===== src/rtl/rv_pkg.sv =====
// rv_pkg: constants and the buffer entry type shared by the fetch unit.
//   NOP_INSTR   - canonical RV32 NOP (addi x0,x0,0), shown when nothing is buffered
//   XLEN        - data/address width
//   INSTR_BYTES - PC increment per fetched instruction
package rv_pkg;

  localparam int          XLEN        = 32;
  localparam int          INSTR_BYTES = 4;
  localparam logic [31:0] NOP_INSTR   = 32'h0000_0013;

  typedef struct packed {
    logic [XLEN-1:0] instr;
    logic [XLEN-1:0] pc;
  } fetch_entry_t;

endpackage


===== src/rtl/fetch_buf.sv =====
// fetch_buf: synchronous FIFO holding {instr, pc} pairs between fetch and decode.
// Ports:
//   clk, rst      - clock, synchronous active-high reset
//   flush         - drop all entries; wins over push and pop
//   push, wdata   - enqueue at tail (accepted when not full, or full with a pop)
//   pop           - dequeue head (ignored when empty)
//   rdata         - head entry (undefined contents when empty)
//   full, empty   - occupancy flags
// DEPTH must be a power of two so the pointers wrap by natural overflow.
module fetch_buf
  import rv_pkg::*;
#(
  parameter int DEPTH = 2
) (
  input  logic         clk,
  input  logic         rst,
  input  logic         flush,
  input  logic         push,
  input  logic         pop,
  input  fetch_entry_t wdata,
  output fetch_entry_t rdata,
  output logic         full,
  output logic         empty
);

  localparam int PW = $clog2(DEPTH);
  localparam int CW = PW + 1;

  fetch_entry_t   mem [DEPTH];
  logic [PW-1:0]  wr_ptr, rd_ptr;
  logic [CW-1:0]  count;
  logic           do_push, do_pop;

  assign full    = (count == CW'(DEPTH));
  assign empty   = (count == '0);
  assign do_pop  = pop & ~empty;
  assign do_push = push & (~full | do_pop);
  assign rdata   = mem[rd_ptr];

  always_ff @(posedge clk) begin
    if (rst || flush) begin
      wr_ptr <= '0;
      rd_ptr <= '0;
      count  <= '0;
    end else begin
      if (do_push) wr_ptr <= wr_ptr + PW'(1);
      if (do_pop)  rd_ptr <= rd_ptr + PW'(1);
      case ({do_push, do_pop})
        2'b10:   count <= count + CW'(1);
        2'b01:   count <= count - CW'(1);
        default: count <= count;
      endcase
    end
  end

  // Storage needs no reset; occupancy alone decides what is valid.
  always_ff @(posedge clk) begin
    if (do_push && !rst && !flush) mem[wr_ptr] <= wdata;
  end

endmodule


===== src/rtl/instr_fetch.sv =====
// instr_fetch: PC generation and instruction buffering in front of decode.
// Ports:
//   clk, rst                   - clock, synchronous active-high reset
//   imem_addr / imem_instr     - combinational instruction memory (same-cycle data)
//   redirect_valid/redirect_pc - branch/jump redirect; flushes and reloads pc
//   out_valid/out_ready        - valid/ready handshake to decode
//   out_instr/out_pc           - head instruction and its PC (NOP / last PC when empty)
//   fetch_fault                - misaligned redirect target seen (trap build only)
// Build option: define FETCH_MISALIGN_TRAP_EN to trap misaligned redirect targets;
// otherwise the target's low two bits are cleared.
// BUF_DEPTH must be 2 or 4.
module instr_fetch
  import rv_pkg::*;
#(
  parameter logic [31:0] RESET_PC  = 32'h0000_0000,
  parameter int          BUF_DEPTH = 2
) (
  input  logic        clk,
  input  logic        rst,
  output logic [31:0] imem_addr,
  input  logic [31:0] imem_instr,
  input  logic        redirect_valid,
  input  logic [31:0] redirect_pc,
  output logic        out_valid,
  input  logic        out_ready,
  output logic [31:0] out_instr,
  output logic [31:0] out_pc,
  output logic        fetch_fault
);

  logic [XLEN-1:0] pc, last_pc, target;
  logic            fault;
  logic            full, empty, pop, fetch;
  fetch_entry_t    head, tail;

  // A redirect cancels any handshake in the same cycle, so decode must
  // discard whatever it saw then.
  assign pop   = out_valid & out_ready & ~redirect_valid;
  assign fetch = (~full | pop) & ~redirect_valid & ~fault;

  assign tail.instr = imem_instr;
  assign tail.pc    = pc;

  fetch_buf #(.DEPTH(BUF_DEPTH)) u_buf (
    .clk   (clk),
    .rst   (rst),
    .flush (redirect_valid),
    .push  (fetch),
    .pop   (pop),
    .wdata (tail),
    .rdata (head),
    .full  (full),
    .empty (empty)
  );

  assign imem_addr   = pc;
  assign out_valid   = ~empty;
  assign out_instr   = empty ? NOP_INSTR : head.instr;
  // last_pc tracks whatever was shown last so out_pc holds across empty cycles.
  assign out_pc      = empty ? last_pc : head.pc;
  assign fetch_fault = fault;

`ifdef FETCH_MISALIGN_TRAP_EN
  assign target = redirect_pc;

  // Sticky until reset or the next redirect, which re-evaluates alignment.
  always_ff @(posedge clk) begin
    if (rst)                 fault <= 1'b0;
    else if (redirect_valid) fault <= |redirect_pc[1:0];
  end
`else
  assign target = redirect_pc & ~32'h3;
  assign fault  = 1'b0;
`endif

  always_ff @(posedge clk) begin
    if (rst) begin
      pc      <= RESET_PC;
      last_pc <= RESET_PC;
    end else begin
      last_pc <= out_pc;
      if (redirect_valid) pc <= target;
      else if (fetch)     pc <= pc + XLEN'(INSTR_BYTES);
    end
  end

endmodule


===== config.mk =====
export PLATFORM = sky130hd
export DESIGN_NAME = instr_fetch
export DESIGN_NICKNAME = d
export VERILOG_FILES = /design/src/rtl/rv_pkg.sv /design/src/rtl/fetch_buf.sv /design/src/rtl/instr_fetch.sv
export SDC_FILE = /design/constraint.sdc
export NUM_CORES = 1
export LEC_CHECK = 0
export CAP_MARGIN = 0
export CORE_ASPECT_RATIO = 0.6
export CORE_MARGIN = 2
export CORE_UTILIZATION = 53
export CTS_BUF_LIST = sky130_fd_sc_hd__clkbuf_4 sky130_fd_sc_hd__clkbuf_8
export DETAILED_ROUTE_END_ITERATION = 10
export PLACE_DENSITY = 0.83
export SLEW_MARGIN = 20
export SYNTH_ARGS = -nofsm -noshare
export SYNTH_HDL_FRONTEND = slang
export SYNTH_SLANG_ARGS = --single-unit

===== constraint.sdc =====
create_clock -name clk -period 17 [get_ports clk]
set_input_delay 1.7 -clock clk [delete_from_list [all_inputs] [get_ports clk]]
set_output_delay 1.7 -clock clk [all_outputs]
set_load 0.02 [all_outputs]

==> impl_metrics.env <==
export IMPL_synth_area_mux_share=0.0808
export IMPL_yosys_warnings=0
export IMPL_nNetsFinal=847
export IMPL_holdPathStages=2
export IMPL_synth_edf_count=124
export IMPL_start_util=0.541
export IMPL_seq_area_frac_synth=0.649
export IMPL_max_cap_viol_count=0
export IMPL_synth_simple_area_share=0.139
export IMPL_critical_path_arrival_ps=2700
export IMPL_dpl_cell_area_um2=9560
export IMPL_synth_seq_cells=191
export IMPL_fill_cells=994
export IMPL_synth_compound_area_frac=0.0848
export IMPL_coreArea_um2=14400
export IMPL_period_minus_slack_ps=4400
export IMPL_worst_pin_slew_ps=963
export IMPL_async_flop_share=0
export IMPL_synth_area_top_cells="edfxtp_1 (48%), dfxtp_1 (17%), mux2i_1 (8.1%), and2_1 (2.7%), o21ai_0 (2.6%)"
export IMPL_clk_latency_ps=450
export IMPL_combPwrFrac=0.144
export IMPL_synth_top_area_cell="edfxtp_1"
export IMPL_clock_sinks=191
export IMPL_avgViaCountPerCell=5.58
export IMPL_clkSlewWorstSetupHoldPaths_ps=80
export IMPL_ir_drop_uv=45.4
export IMPL_dieArea_um2=15700
export IMPL_final_hold_violation_count=0
export IMPL_cp_start_kind="register"
export IMPL_grt_max_degree=97
export IMPL_h_tree_depth=4
export IMPL_gp_congestion=0.788
export IMPL_p_sw_mw=0.250
export IMPL_fmax_mhz=227
export IMPL_fin_skew_ps=15.7
export IMPL_synth_ff_type="edfxtp_1"
export IMPL_grt_pass1_wl_um=28700
export IMPL_antenna_found_initial=0
export IMPL_p_leak_nw=3.26
export IMPL_cts_buffers=17
export IMPL_yosys_cell_types_count=51
export IMPL_tns_ps=0
export IMPL_synth_xor_area_frac=0.0123
export IMPL_wirelength_um=18200
export IMPL_avgSynthCellArea_um2=12.4
export IMPL_netlist_area_um2=7800
export IMPL_rsz0062_at_grt="no"
export IMPL_setup_viol=0
export IMPL_ctsHoldBuffers=0
export IMPL_status="completed"
export IMPL_fin_area_um2=10000
export IMPL_track_usage=0.233
export IMPL_tritoncts="done"
export IMPL_die_h_um=98
export IMPL_critPathKind="reg -> out"
export IMPL_p_int_mw=0.733
export IMPL_cts_resized=0
export IMPL_synthAdderAreaFrac=0.00481
export IMPL_seq_power_share=0.544
export IMPL_final_common_cell="clkdlybuf4s50_1"
export IMPL_required_ps=15300
export IMPL_power_mw=0.983
export IMPL_synthCells=631
export IMPL_diodes=0
export IMPL_power_density_nw_per_um2=98.3
export IMPL_worstSetupEndpointType="output pin"
export IMPL_drive_gt1_frac=0.0596
export IMPL_fin_crit_sh=0.259
export IMPL_cts_buffer_depth=2
export IMPL_post_route_util=0.693
export IMPL_hpwl_um=11700
export IMPL_p_clk_frac=0.312
export IMPL_drt_pass1_iterations=5
export IMPL_r2r_cells=6
export IMPL_worst_path_max_fanout=96
export IMPL_num_rows=34
export IMPL_syn_to_final_growth_pct=28.1
export IMPL_whs_ps=547
export IMPL_relSlewSlack=0.354
export IMPL_drt_iter0_markers=447
export IMPL_root_buffer="clkbuf_8"
export IMPL_vias=5497
export IMPL_ant_nets=0
export IMPL_detail_route_wl_per_cell_um=18.4
export IMPL_final_max_slew_viol_count=0
export IMPL_power_share_switching=0.254
export IMPL_layout_common_cells="clkdlybuf4s50_1 (160), edfxtp_1 (124), dfxtp_1 (66)"
export IMPL_port_buffers=160
export IMPL_cts_setup_buffers=0
export IMPL_post_route_drc_count=0
export IMPL_synth_top_area_frac=0.477
export IMPL_grt_pass1_vias=5478
export IMPL_top_level_ports=166
export IMPL_worstHoldPathType="reg -> reg"
export IMPL_grt_ovfl_total=0
export IMPL_synth_top_family_by_area="simple AND/OR/NAND/NOR gates"
export IMPL_die_w_um=161
final timing paths:
kind                  start              to  slack, ps
min          u_buf.count[0]  u_buf.count[0]        550
max          u_buf.count[0]      out_pc[24]      12600
max reg2reg  u_buf.count[0]   imem_addr[23]      13940
min reg2reg  u_buf.count[0]  u_buf.count[0]        550
final cells by class:
| type | count | area [um2] | share of cell area |
|---|---|---|---|
| clock buffer | 19 | 249 | 0.0249 |
| clock inverter | 12 | 160 | 0.0160 |
| inverter | 12 | 45.0 | 0.00451 |
| multi-input combinational | 387 | 2550 | 0.255 |
| sequential | 191 | 5070 | 0.507 |
| tap | 198 | 248 | 0.0248 |
| timing repair buffer | 167 | 1670 | 0.167 |
flip-flops by register name, indices dropped and copies added (netlist names), named ones only:
| signal | flops |
|---|---|
| u_buf.count | 2 |
| u_buf.wr_ptr | 1 |
| u_buf.rd_ptr | 1 |
| imem_addr | 30 |
| u_buf.mem | 124 |
| last_pc | 32 |
power groups by stage:
stage	clock (mW)	combinational [mW]	sequential [mW]
global route	0.329	0.151	0.537
CTS	0.312	0.140	0.536
floorplan	0	0.0678	0.548
global placement	0	0.136	0.545
detailed placement	0	0.140	0.547
finish	0.307	0.141	0.535
per-layer routing:
layer | share of wire | GRT usage | vias up
li1 | - | - | 2616
met1 | 0.45 | 0.321 | 2639
met2 | 0.46 | 0.374 | 224
met3 | 0.081 | 0.0569 | 18
met4 | 0.0092 | 0.0638 | 0
met5 | 0 | 0 | -
worst max-delay path: stages (launching register included):
cell             delay (ps)
dfxtp_1                 330
inv_1                   120
ha_4                    770
nand2_1                 120
o21ai_0                 190
clkdlybuf4s50_1         680
kinds of logic (layout without fill, tap and decap cells):
kind of cell	after synthesis	count (layout)
DFF	191	191
xor gates and xnor gates	11	11
AOI/OAI and AO/OA	98	98
muxes	63	63
other	1	3
adders and majority gates	3	3
buffers and inverters	55	210
and+or+nand+nor	209	209
synth_stat cells, types with 10 or more instances:
cell	number
a211oi_1	16
and2_1	34
clkbuf_1	30
dfxtp_1	67
edfxtp_1	124
inv_1	12
mux2i_1	63
nand2_1	48
nand3_1	19
nor2_1	48
nor3_1	10
o21ai_0	40
per-stage QoR:
step	setup slack [ps]	std cells
final	12600	986
after global routing	12400	986
after CTS	12480	985
after detailed placement	12600	954
after global placement	12670	954
after floorplan	4280	633
Power figures use the tool's default switching activity.
